[config.mk]
export PLATFORM = sky130hd
export DESIGN_NAME = pwm_gen_n
export DESIGN_NICKNAME = d
export VERILOG_FILES = /design/src/rtl/pwm_gen_n.sv
export SDC_FILE = /design/constraint.sdc
export NUM_CORES = 1
export LEC_CHECK = 0
export ABC_CLOCK_PERIOD_IN_PS = 2590
export CAP_MARGIN = 25
export CORE_MARGIN = 2
export CORE_UTILIZATION = 42
export DETAILED_ROUTE_END_ITERATION = 7
export GPL_TIMING_DRIVEN = 0
export PLACE_DENSITY = 0.62
export SLEW_MARGIN = 30
export SYNTH_ARGS = -nofsm -noshare
export SYNTH_HDL_FRONTEND = slang
export SYNTH_SLANG_ARGS = --single-unit
[constraint.sdc]
create_clock -name CLK -period 2.59 [get_ports CLK]
set_input_delay 0.3885 -clock CLK [delete_from_list [all_inputs] [get_ports CLK]]
set_output_delay 0.3885 -clock CLK [all_outputs]
set_load 0.05 [all_outputs]
[src/rtl/pwm_gen_n.sv]
`default_nettype none
// ---------------------------------------------------------------------------
// pwm_gen_n : multi-channel edge-aligned PWM, double-buffered period/duty, dead-time
// Revision  : 1.0
// ---------------------------------------------------------------------------
module pwm_gen_n #(
  parameter int WIDTH = 8,
  parameter int CH    = 3,
  parameter int DEAD  = 2
) (
  input  logic                CLK,
  input  logic                RST,
  input  logic                E,
  input  logic [WIDTH-1:0]    PERIOD,
  input  logic [CH*WIDTH-1:0] D,
  input  logic                LD,
  output logic [CH-1:0]       P_H,
  output logic [CH-1:0]       P_L,
  output logic                SYNC
);

  localparam int            DW     = (DEAD < 1) ? 1 : $clog2(DEAD + 1);
  localparam logic [DW-1:0] DEAD_V = DW'(DEAD);

  logic [WIDTH-1:0]    cnt;
  logic [WIDTH-1:0]    per_act;
  logic [WIDTH-1:0]    per_pend;
  logic [CH*WIDTH-1:0] duty_act;
  logic [CH*WIDTH-1:0] duty_pend;
  logic                pend;
  logic                e_d;
  logic                wrap;
  logic                load_edge;
  logic [CH-1:0]       raw;
  logic [CH-1:0]       raw_d;
  logic [DW-1:0]       run     [CH];
  logic [DW-1:0]       run_nxt [CH];

  // >= rather than == so a period shortened on the first enabled edge still wraps
  assign wrap      = (cnt >= per_act);
  assign load_edge = E && (!e_d || wrap);

  always_ff @(posedge CLK or posedge RST) begin
    if (RST) begin
      cnt       <= '0;
      per_act   <= '1;
      per_pend  <= '0;
      duty_act  <= '0;
      duty_pend <= '0;
      pend      <= 1'b0;
      e_d       <= 1'b0;
      SYNC      <= 1'b0;
    end else begin
      e_d  <= E;
      SYNC <= E && (cnt == '0);
      if (!E || wrap) begin
        cnt <= '0;
      end else begin
        cnt <= cnt + 1'b1;
      end
      if (load_edge && LD) begin
        per_act  <= PERIOD;
        duty_act <= D;
        pend     <= 1'b0;
      end else if (load_edge && pend) begin
        per_act  <= per_pend;
        duty_act <= duty_pend;
        pend     <= 1'b0;
      end else if (LD) begin
        per_pend  <= PERIOD;
        duty_pend <= D;
        pend      <= 1'b1;
      end
    end
  end

  // run length of unchanged raw; the first enabled cycle always counts as a new edge
  always_comb begin
    raw = '0;
    for (int i = 0; i < CH; i++) begin
      run_nxt[i] = '0;
      raw[i]     = (cnt < duty_act[i*WIDTH +: WIDTH]);
      if (e_d && (raw[i] == raw_d[i])) begin
        run_nxt[i] = (run[i] == DEAD_V) ? run[i] : run[i] + 1'b1;
      end
    end
  end

  always_ff @(posedge CLK or posedge RST) begin
    if (RST) begin
      raw_d <= '0;
      P_H   <= '0;
      P_L   <= '0;
      for (int i = 0; i < CH; i++) begin
        run[i] <= '0;
      end
    end else begin
      raw_d <= raw;
      for (int i = 0; i < CH; i++) begin
        run[i] <= E ? run_nxt[i] : '0;
        P_H[i] <= E &&  raw[i] && (run_nxt[i] == DEAD_V);
        P_L[i] <= E && !raw[i] && (run_nxt[i] == DEAD_V);
      end
    end
  end

endmodule
`default_nettype wire

# ---- After elaboration in Yosys (flattened, before gate mapping)
# Index checks and enable logic that the tools add are counted.
dict set report classes {
  n_eq_ne 9
  bitwise_logic 2
  addsub 4
  reduce_logical 30
  muxes 17
  magnitude_cmp 4
}
# op count
set ops {}
lappend ops {{24-bit 2-to-1 mux} 2}
lappend ops {{8-bit less-than comparator} 3}
lappend ops {{8-bit 2-to-1 mux} 3}
lappend ops {{1-bit logical AND} 19}
lappend ops {{2-bit 2-to-1 mux} 9}
lappend ops {{2-bit == test, second input constant} 6}
lappend ops {{8-bit by 1-bit adder with 8-bit output, second input constant} 1}
lappend ops {{8-bit >= comparator} 1}
lappend ops {{8-bit logical NOT} 1}
lappend ops {{2-bit by 1-bit adder with 2-bit output, second input constant} 3}
lappend ops {{1-bit logical NOT} 5}
lappend ops {{1-bit == test} 3}
lappend ops {{1-bit 2-to-1 mux} 3}
lappend ops {{3-bit AND reduction} 1}
lappend ops {{3-bit nonzero test} 1}
lappend ops {{1-bit logical OR} 2}
lappend ops {{1-bit NOT} 2}
lappend ops {{2-bit nonzero test} 1}
dict set report totals {
  input_bits 36
  out_inout_bits 7
  word_cells 80
  regBits 90
}

# ---- Depth between registers and ports, before layout
# Gate-level depths: netlist of the first run.
dict set report logic_depth {
  ltp_word 6
  ltp_mapped 9
  ltp_nobuf 7
}

# ---- Worst setup path before layout of the first run
# No wires, ideal clock.
dict set report synth_path {
  path_type {reg-to-reg}
  from {register per_act[2]}
  to {register duty_act[10]}
  period_less_slack_ns 2.253
  setup_time_ns 0.125
  required_time_ns 2.465
  arrival_ns 2.128
  path_stages_with_launch 9
  n_path_buf 1
  setup_slack_ns 0.337
  path_cell_list {dfstp_2 -> inv_1 -> ha_1 -> or3_1 -> a21oi_1 -> a211o_1 -> a311o_4 -> buf_6 -> mux2_4}
}
dict set report synth_via {
  elab_chain_len 5
  word_cells_on_any_way 7
  cone_classes {1 x order compare; 1 x mux; 5 x reduce/logical}
}
# item line_no
set synth_lines {}
lappend synth_lines {{from (decl)} 26} ;# logic [WIDTH-1:0] per_act;
lappend synth_lines {{from (signal assigned)} 66} ;# per_act <= per_pend;
lappend synth_lines {{8-bit >= comparator (*)} 40} ;# assign wrap = (cnt >= per_act);
lappend synth_lines {{1-bit logical OR (*)} 41} ;# assign load_edge = E && (!e_d || wrap);
lappend synth_lines {{1-bit logical AND (*)} 41}
lappend synth_lines {{1-bit logical AND (on tied branches)} {61, 65}}
lappend synth_lines {{24-bit 2-to-1 mux / 2-bit nonzero test (equally long branches)} --}
lappend synth_lines {{to (signal assigned)} 67} ;# duty_act <= duty_pend;
lappend synth_lines {{to (decl)} 28} ;# logic [CH*WIDTH-1:0] duty_act;
# Mark *: on every way between the ends. The rest lies on a longest branch, timed or not.
# A chain may end at the register's enable or synchronous reset.

# ---- Final worst setup path of the first run
dict set report layout_path {
  from {register per_act[2]}
  to {register duty_act[8]}
}
# The elaborated chain is that of the path after synthesis.

==> out/metrics.cfg, run 1 <==
[placed_design]
dpl.hpwl_um=7390
portBuffers=42
placed_area_sq_um=5390
globalplace.congestion=0.808

[clock_tree]
htreeDepth=3
clockBufferDepth=2
cts_buffers=9
cts_hold_buf=0
clk_pin_slew_worst_paths_ps=100
cts_tree=built
cts_root_buf=clkbuf_8
cts.sinks=90
insertion_delay_ps=360

[global_routing]
grt_pass1_wl_um=16900
grt_use_total_pct=18.3
overflow=0
antenna_found_initial=0
grt_max_degree=29
grt_pass1_vias=3513

[cells_and_area]
diodes=0
multi_input_area_sq_um=2110
stdcell_area_sq_um=5630
nFillCells=993
final_nets=598
syn_to_final_growth_pct=19.1
layout-drive-gt1-share_pct=14.1
ff_latch_area_sq_um=2260

[route]
drt-vias-per-instance=5.09
dr.pass1.iters=4
drc=0
detailroute.via_count=3425
drt-total-wl_um=10100
wl_per_cell_um=15.0
drtIter0Drc=123
ant_nets=0

[die]
die_y_um=110
start_util_pct=43.4
coreArea_sq_um=10900
ioPinCount=43
floorplan.die_area_sq_um=12100
die_w_um=110
placementRows=38

[timing]
slew_violations=0
setup_viol=0
timing.final.hold_violations=0
fmax_ghz=0.406
timing.setup.tns_ps=0
slew_headroom_pct=52.3
fin_skew_ps=14.5
period_share_pct=95.2
tightestPinTransition_ps=712
period_needed_ps=2460
rsz0062_at_grt=false

[pwr]
vdd_drop_max_uv=331
cellPowerDensity_nw_per_um2=654
leakage_nw=2.80

[synthesis]
synth.yosys.seq_area_share_pct=47.9
syn-cell-area_sq_um=4730
netlist-cell-type-count=42
async_flop_share_pct=100
synthCells=471
netlist.area_leader.share_pct=43.4
postSynthAreaPerCell_sq_um=10.0
ys_warn_count=0
syn_nets=541
synth_top_area_cell=dfrtp_1
synth_edf_count=0
synth_top_cells_by_area=dfrtp_1, ha_1, mux2_4
synthFlopType=dfrtp_1
ys_seq_elements=90

[hold_path]
min_path_type=input port to asynchronous set/reset pin

[critical_path]
startpoint=per_act[2]
worst-path-max-fanout=10
end_kind=register
start_kind=register
criticalPathCategory=register to register
cp.required_ps=2830
critPathArrivalTime_ps=2710
r2r-start=per_act[2]

[outcome]
run_status=completed

[job]
maxCapViolCount=0

[registers in the layout (all words and copies together) (netlist names), 3 cells and up]
name	flops
cnt	8
raw_d	3
per_act	8
P_L	3
duty_act	24
duty_pend	24
P_H	3
per_pend	8
run	6
[synth_stat cells, types with 5 or more instances]
master,count
and3_1,7
mux2_4,28
ha_1,34
nor4_1,5
nor2_1,16
o22ai_1,34
o21ai_0,33
clkbuf_1,12
nand3_1,11
xor2_1,6
nand2_1,71
dfrtp_1,82
inv_1,71
dfstp_2,8
[kinds of logic after synthesis]
logic type                 share of synthesized area [%]
AOI/OAI and AO/OA                                   12.4
xor gates and xnor gates                            1.30
and+or+nand+nor                                     11.4
adders and majority gates                           9.00
muxes                                               10.2
DFF                                                 47.9
buffers and inverters                               7.86
[critical path: stages, from the launching register on]
cell	delay (ps)
dfstp_2	540
inv_1	50
ha_1	280
or3_1	350
a21oi_1	150
a211o_1	180
a311o_4	290
buf_6	200
mux2_4	310
[final timing paths]
path / end / slack (ps) / depth (start not counted)
max reg2reg: duty_act[8] / 130 / 8
min reg2reg: P_L[2] / 480 / 1
min in group CLK: P_L[2] / 480 / 1
min: run[4] / 410 / 2
max: duty_act[8] / 130 / 8
max in group asynchronous: cnt[2] / 1470 / 4
[power by group]
group | switching, mW | internal [mW]
clock | 0.511 | 0.481
sequential | 0.141 | 1.65
combinational | 0.424 | 0.468
[final cells by class]
| class | instances | share of cell area [%] |
|---|---|---|
| Buffer | 20 | 1.91 |
| Inverter | 71 | 4.80 |
| Clock inverter | 5 | 1.09 |
| Clock buffer | 11 | 2.51 |
| Tap cell | 140 | 3.11 |
| Timing Repair Buffer | 47 | 8.94 |
| Sequential cell | 90 | 40.2 |
| Multi-Input combinational cell | 289 | 37.4 |
[cells in the final DEF, fill, tap and decap left out, types with 6 or more instances in the layout]
cell / count
nand3_1: 11
and3_1: 7
o22ai_1: 34
clkbuf_8: 10
o21ai_0: 33
dfrtp_1: 81
clkdlybuf4s50_1: 42
ha_1: 34
dfstp_2: 8
xor2_1: 6
nand2_1: 71
inv_1: 70
clkbuf_1: 9
nor2_1: 16
mux2_4: 28
[repair_timing]
action | in CTS | in global routing
setup endpoints to repair | 30 | 55
buffers inserted | 0 | 2
pin swaps | 0 | 1
resized for setup | 4 | 4
[stage by stage]
stage               setup slack [ps]  total power [mW]  std cells  util, %  hold slack [ps]
floorplan                        337              2.44        471        -              420
global placement               -49.6              2.65        653     48.9              455
detailed placement              -117              2.71        656     49.5              471
CTS                             68.3              3.70        671     51.4              416
global route                    24.7              3.91        673     51.7              439
finish                           125              3.68        673     51.7              405
[per-layer routing]
| metal | vias to the layer above | global-route usage (%) | share of wire (%) |
|---|---|---|---|
| li1 | 1701 | - | - |
| met1 | 1653 | 23.5 | 46 |
| met2 | 60 | 30.7 | 48 |
| met3 | 11 | 3.94 | 3.8 |
| met4 | 0 | 5.88 | 1.6 |
| met5 | - | 0 | 0 |
Note: power is estimated with default switching activity, not from simulation.
==> inputs of run 2 (changes only) <==
TNS_END_PERCENT = 5   (was not set)
==> run 2 against run 1 <==
  * Hold slack worse by 0.82 ps
  * Core utilization about the same
  * Combinational power about the same
  * Sequential share of layout area about the same
  * Via count up 0.26%
  * Clock skew about the same
  * Register-to-register slack about the same
  * Die area unchanged
  * Clock power about the same
  * Flip-flop and latch count unchanged
  * Maximum frequency about the same
  * Largest cell class unchanged
==> out/metrics.cfg, run 2 (synthesized netlist as in run 1, its figures left out) <==
[outcome]
run_status=completed

[die]
coreArea_sq_um=10900  ; unchanged
die_y_um=110  ; unchanged
ioPinCount=43  ; unchanged
placementRows=38  ; unchanged
start_util_pct=43.4  ; unchanged
floorplan.die_area_sq_um=12100  ; unchanged
die_w_um=110  ; unchanged

[critical_path]
start_kind=register
worst-path-max-fanout=10  ; unchanged
criticalPathCategory=register to register
startpoint=per_act[2]
end_kind=register
critPathArrivalTime_ps=2700  ; about the same
r2r-start=per_act[2]
cp.required_ps=2830  ; about the same

[global_routing]
overflow=0  ; unchanged
grt_pass1_wl_um=16900  ; unchanged
grt_max_degree=29  ; unchanged
grt_use_total_pct=18.3  ; unchanged
antenna_found_initial=0  ; unchanged
grt_pass1_vias=3517  ; +0.11%

[timing]
slew_violations=0  ; unchanged
setup_viol=0  ; unchanged
rsz0062_at_grt=false
fmax_ghz=0.406  ; about the same
period_needed_ps=2460  ; -1.71 ps
period_share_pct=95.1  ; about the same
fin_skew_ps=14.5  ; -0.000200 ps
tightestPinTransition_ps=699  ; -13.3 ps
holdWs_ps=404  ; -0.824 ps
timing.final.hold_violations=0  ; unchanged
slew_headroom_pct=53.2  ; +0.89 points

[clock_tree]
cts_tree=built
cts_root_buf=clkbuf_8
clockBufferDepth=2  ; unchanged
cts.sinks=90  ; unchanged
cts_buffers=9  ; unchanged
insertion_delay_ps=360  ; about the same
htreeDepth=3  ; unchanged
cts_hold_buf=0  ; unchanged
clk_pin_slew_worst_paths_ps=100  ; about the same

[route]
drt-vias-per-instance=5.09  ; +0.11%
dr.pass1.iters=4  ; unchanged
drt-total-wl_um=10200  ; +0.31%
drtIter0Drc=126  ; +2.4%
wl_per_cell_um=15.1  ; +0.16%
ant_nets=0  ; unchanged
detailroute.via_count=3434  ; +0.26%
drc=0  ; unchanged

[cells_and_area]
diodes=0  ; unchanged
syn_to_final_growth_pct=19.1  ; about the same
largest_registers=duty_act: 24 flops, duty_pend: 24 flops
nFillCells=993  ; unchanged
final_common_cell=dfrtp_1
stdcell_area_sq_um=5630  ; about the same
final_cell_mix=dfrtp_1, nand2_1, inv_1
final_nets=599  ; +0.17%
layout-drive-gt1-share_pct=14.0  ; -0.026 points

[pwr]
leakage_nw=2.80  ; +0.14%
vdd_drop_max_uv=331  ; about the same
cellPowerDensity_nw_per_um2=654  ; about the same

[hold_path]
min_path_type=input port to asynchronous set/reset pin

[placed_design]
placed_area_sq_um=5390  ; unchanged
portBuffers=42  ; unchanged
dpl.hpwl_um=7390  ; unchanged
globalplace.congestion=0.808  ; unchanged

[job]
maxCapViolCount=0  ; unchanged

run 2: cell types whose count changed in the layout (fill, tap and decap cells not counted):
cell and change:
and4_1 +1, and4_2 -1, buf_4 -1, clkbuf_2 +1
buf_2 +1
run 2: power by group:
part	switching (mW)	internal (mW)
Combinational	0.425	0.467
Sequential	0.141	1.65
Clock	0.512	0.481
Total	1.08	2.60
run 2: cell type report:
cell class	count	area [sq um]	area share [%]
Buffer	21	110	1.96
Clock buffer	11	141	2.51
Clock inverter	5	61.3	1.09
Inverter	71	270	4.80
Multi-Input combinational cell	289	2100	37.4
Sequential cell	90	2260	40.2
Tap cell	140	175	3.11
Timing Repair Buffer	47	503	8.94
run 2: worst paths after layout:
check	to	cells past startpoint	slack, ps
min in group CLK	P_L[2]	1	480
min	run[4]	2	400
min reg2reg	P_L[2]	1	480
max reg2reg	duty_act[8]	8	130
max in group asynchronous	cnt[2]	4	1470
max	duty_act[8]	8	130
run 2: layer usage:
metal / track usage [%] / wire, um / up-vias
met4: 5.88 / 160 / 0
met3: 3.94 / 453 / 11
met2: 30.7 / 4850 / 71
met1: 23.5 / 4690 / 1649
li1: - / - / 1703
met5: 0 / 0 / -
run 2: repair_timing:
item / CTS / global route
endpoints found under the setup margin: 30 / 55
cloned: 0 / 0
pin swaps: 0 / 1
resized for setup: 4 / 3
setup buffers: 0 / 2
run 2: through the flow:
stage	setup WS (ps)	total power [mW]	TNS, ps	instances	utilization, %
2_1_floorplan	337	2.44	0	471	-
3_3_place_gp	-49.6	2.65	-605	653	48.9
3_5_place_dp	-117	2.71	-2260	656	49.5
4_1_cts	68.3	3.70	0	672	51.4
5_1_grt	24.6	3.91	0	674	51.7
6_report	127	3.68	0	674	51.7
run 2: critical path, cell delays in order (launching register included):
cell and delay [ps]:
dfstp_2 540, inv_1 50, ha_1 280, or3_1 350
a21oi_1 150, a211o_1 180, a311o_4 290, buf_6 200
mux2_4 310
==> inputs of run 3 (changes only) <==
CTS_CLUSTER_DIAMETER = 50   (was not set)
PLACE_DENSITY = not set   (was 0.62)
PLACE_DENSITY_LB_ADDON = 0.12   (was not set)
==> run 3 against run 2 <==
  * Sequential power about the same
  * Maximum frequency decreased by 0.39%
  * Critical path type unchanged
  * Non-clock buffer count decreased by 2
  * Combinational power decreased by 0.9%
  * Global-route usage increased by 0.58 points
  * Register-to-register slack about the same
  * Total power decreased by 0.33%
  * Die area unchanged
  * Design area about the same
  * Clock power decreased by 0.6%
  * Hold slack got worse by 57 ps
  * Count of clock-buffer cells in the layout unchanged
==> out/metrics.cfg, run 3 (synthesized netlist as in run 1, its figures left out) <==
[outcome]
run_status=completed

[placed_design]
dp.cells=657  ; +0.15%
placed_area_sq_um=5420  ; +0.51%
dpl.hpwl_um=7570  ; +2.5%
portBuffers=42  ; unchanged
globalplace.congestion=0.737  ; -8.8%

[clock_tree]
insertion_delay_ps=360  ; about the same
clockBufferDepth=2  ; unchanged
htreeDepth=3  ; unchanged
cts.sinks=90  ; unchanged
post_cts_buffers=0  ; unchanged
cts_hold_buf=0  ; unchanged
clk_pin_slew_worst_paths_ps=90  ; about the same
cts_tree=built
cts_root_buf=clkbuf_8
cts_buffers=9  ; unchanged

[pwr]
vdd_drop_max_uv=302  ; -9.0%
switching_share_pct=29.3  ; +0.051 points
finalPower_mw=3.67  ; -0.33%
intPower_mw=2.59  ; -0.40%
p_sw_mw=1.08  ; -0.16%
leakage_nw=2.80  ; -0.13%
cellPowerDensity_nw_per_um2=651  ; -0.35%
pwr-share-comb_pct=24.1  ; about the same
power_frac_seq_pct=49.0  ; +0.2 points
power.share.clock_pct=26.9  ; about the same

[timing]
period_share_pct=95.5  ; +0.37 points
fin_skew_ps=10.4  ; -4.04 ps
holdWs_ps=347  ; -57.3 ps
timing.final.hold_violations=0  ; unchanged
tightestPinTransition_ps=670  ; -28.6 ps
rsz0062_at_grt=false
period_needed_ps=2470  ; +9.54 ps
slew_violations=0  ; unchanged
slew_headroom_pct=55.1  ; +1.9 points
fmax_ghz=0.404  ; -0.39%
setup_viol=0  ; unchanged

[cells_and_area]
multi_input_area_sq_um=2100  ; -0.12%
largest_registers=duty_act: 24 flops, duty_pend: 24 flops
ff_latch_area_sq_um=2260  ; about the same
final_cell_mix=dfrtp_1, nand2_1, inv_1
final_common_cell=dfrtp_1
syn_to_final_growth_pct=19.1  ; about the same
stdcell_area_sq_um=5630  ; about the same
diodes=0  ; unchanged
layout-drive-gt1-share_pct=13.9  ; -0.14 points
nFillCells=1012  ; +1.9%
final_nets=597  ; -0.33%
final_cells=672  ; -0.30%

[route]
ant_nets=0  ; unchanged
detailroute.via_count=3413  ; -0.61%
dr.pass1.iters=5  ; +1
wl_per_cell_um=15.5  ; +2.8%
drt-vias-per-instance=5.08  ; -0.32%
drt-total-wl_um=10400  ; +2.5%
drc=0  ; unchanged
drtIter0Drc=131  ; +4.0%

[critical_path]
end_kind=register
cp.required_ps=2830  ; about the same
critPathArrivalTime_ps=2710  ; about the same
criticalPathCategory=register to register
reg2regPathDepth=7  ; -1
worst-path-max-fanout=10  ; unchanged
start_kind=register

[global_routing]
grt_pass1_wl_um=17400  ; +2.9%
overflow=0  ; unchanged
antenna_found_initial=0  ; unchanged
grt_pass1_vias=3456  ; -1.7%
grt_use_total_pct=18.8  ; +0.58 points
grt_max_degree=24  ; -17%

[die]
ioPinCount=43  ; unchanged
coreArea_sq_um=10900  ; unchanged
start_util_pct=43.4  ; unchanged
floorplan.die_area_sq_um=12100  ; unchanged
die_y_um=110  ; unchanged
placementRows=38  ; unchanged
die_w_um=110  ; unchanged

[hold_path]
min_path_type=input port to asynchronous set/reset pin

[job]
maxCapViolCount=0  ; unchanged

## run 3: area by class of cell
class / count / share of cell area (%)
Buffer: 20 / 1.91
Clock buffer: 11 / 2.51
Clock inverter: 5 / 0.956
Inverter: 71 / 4.80
Multi-Input combinational cell: 289 / 37.3
Sequential cell: 90 / 40.2
Tap cell: 140 / 3.11
Timing Repair Buffer: 46 / 9.16
## run 3: final timing paths
kind | startpoint | to | slack (ps)
setup reg to reg | cnt[2] | duty_act[21] | 120
min in group CLK | raw_d[2] | P_L[2] | 470
max in group asynchronous | RST | per_act[7] | 1560
hold reg to reg | raw_d[2] | P_L[2] | 470
hold / removal | RST | P_H[1] | 350
setup / recovery | cnt[2] | duty_act[21] | 120
## run 3: what timing repair did
action                     4_1_cts  5_1_grt
pin swaps                        0        2
setup endpoints to repair       32       34
hold endpoints to repair         0        0
gates cloned                     0        0
gates resized for setup          2        8
## run 3: critical path, stage by stage, from the launching register on
cell and delay (ps):
dfrtp_2 520, ha_1 320, or3_1 340, a21oi_1 150, a211o_1 220, a311o_4 290, buf_6 200, mux2_4 310
## run 3: power groups by stage
stage                     clock network [mW]  registers (mW)  logic [mW]
after floorplan                            0            1.79       0.653
after global placement                     0            1.82       0.834
after detailed placement                   0            1.82       0.886
after CTS                               1.01            1.80       0.892
after global routing                    1.08            1.83        1.01
final                                  0.987            1.80       0.884
## run 3: layer usage
metal  global-route usage, %  routed length (um)  vias up
li1                        -                   -     1701
met1                    25.7                5040     1646
met2                    30.7                4940       55
met3                    3.06                 310       11
met4                    6.06                 121        0
met5                       0                   0        -
## run 3: per-stage QoR
step                setup TNS [ps]  setup WS, ps  util [%]
CTS                           -669         -61.1      51.6
floorplan                        0           337         -
detailed placement           -2140          -101      49.8
global route                     0          2.50      51.7
global placement             -1430         -61.7      48.9
finish                           0           117      51.7
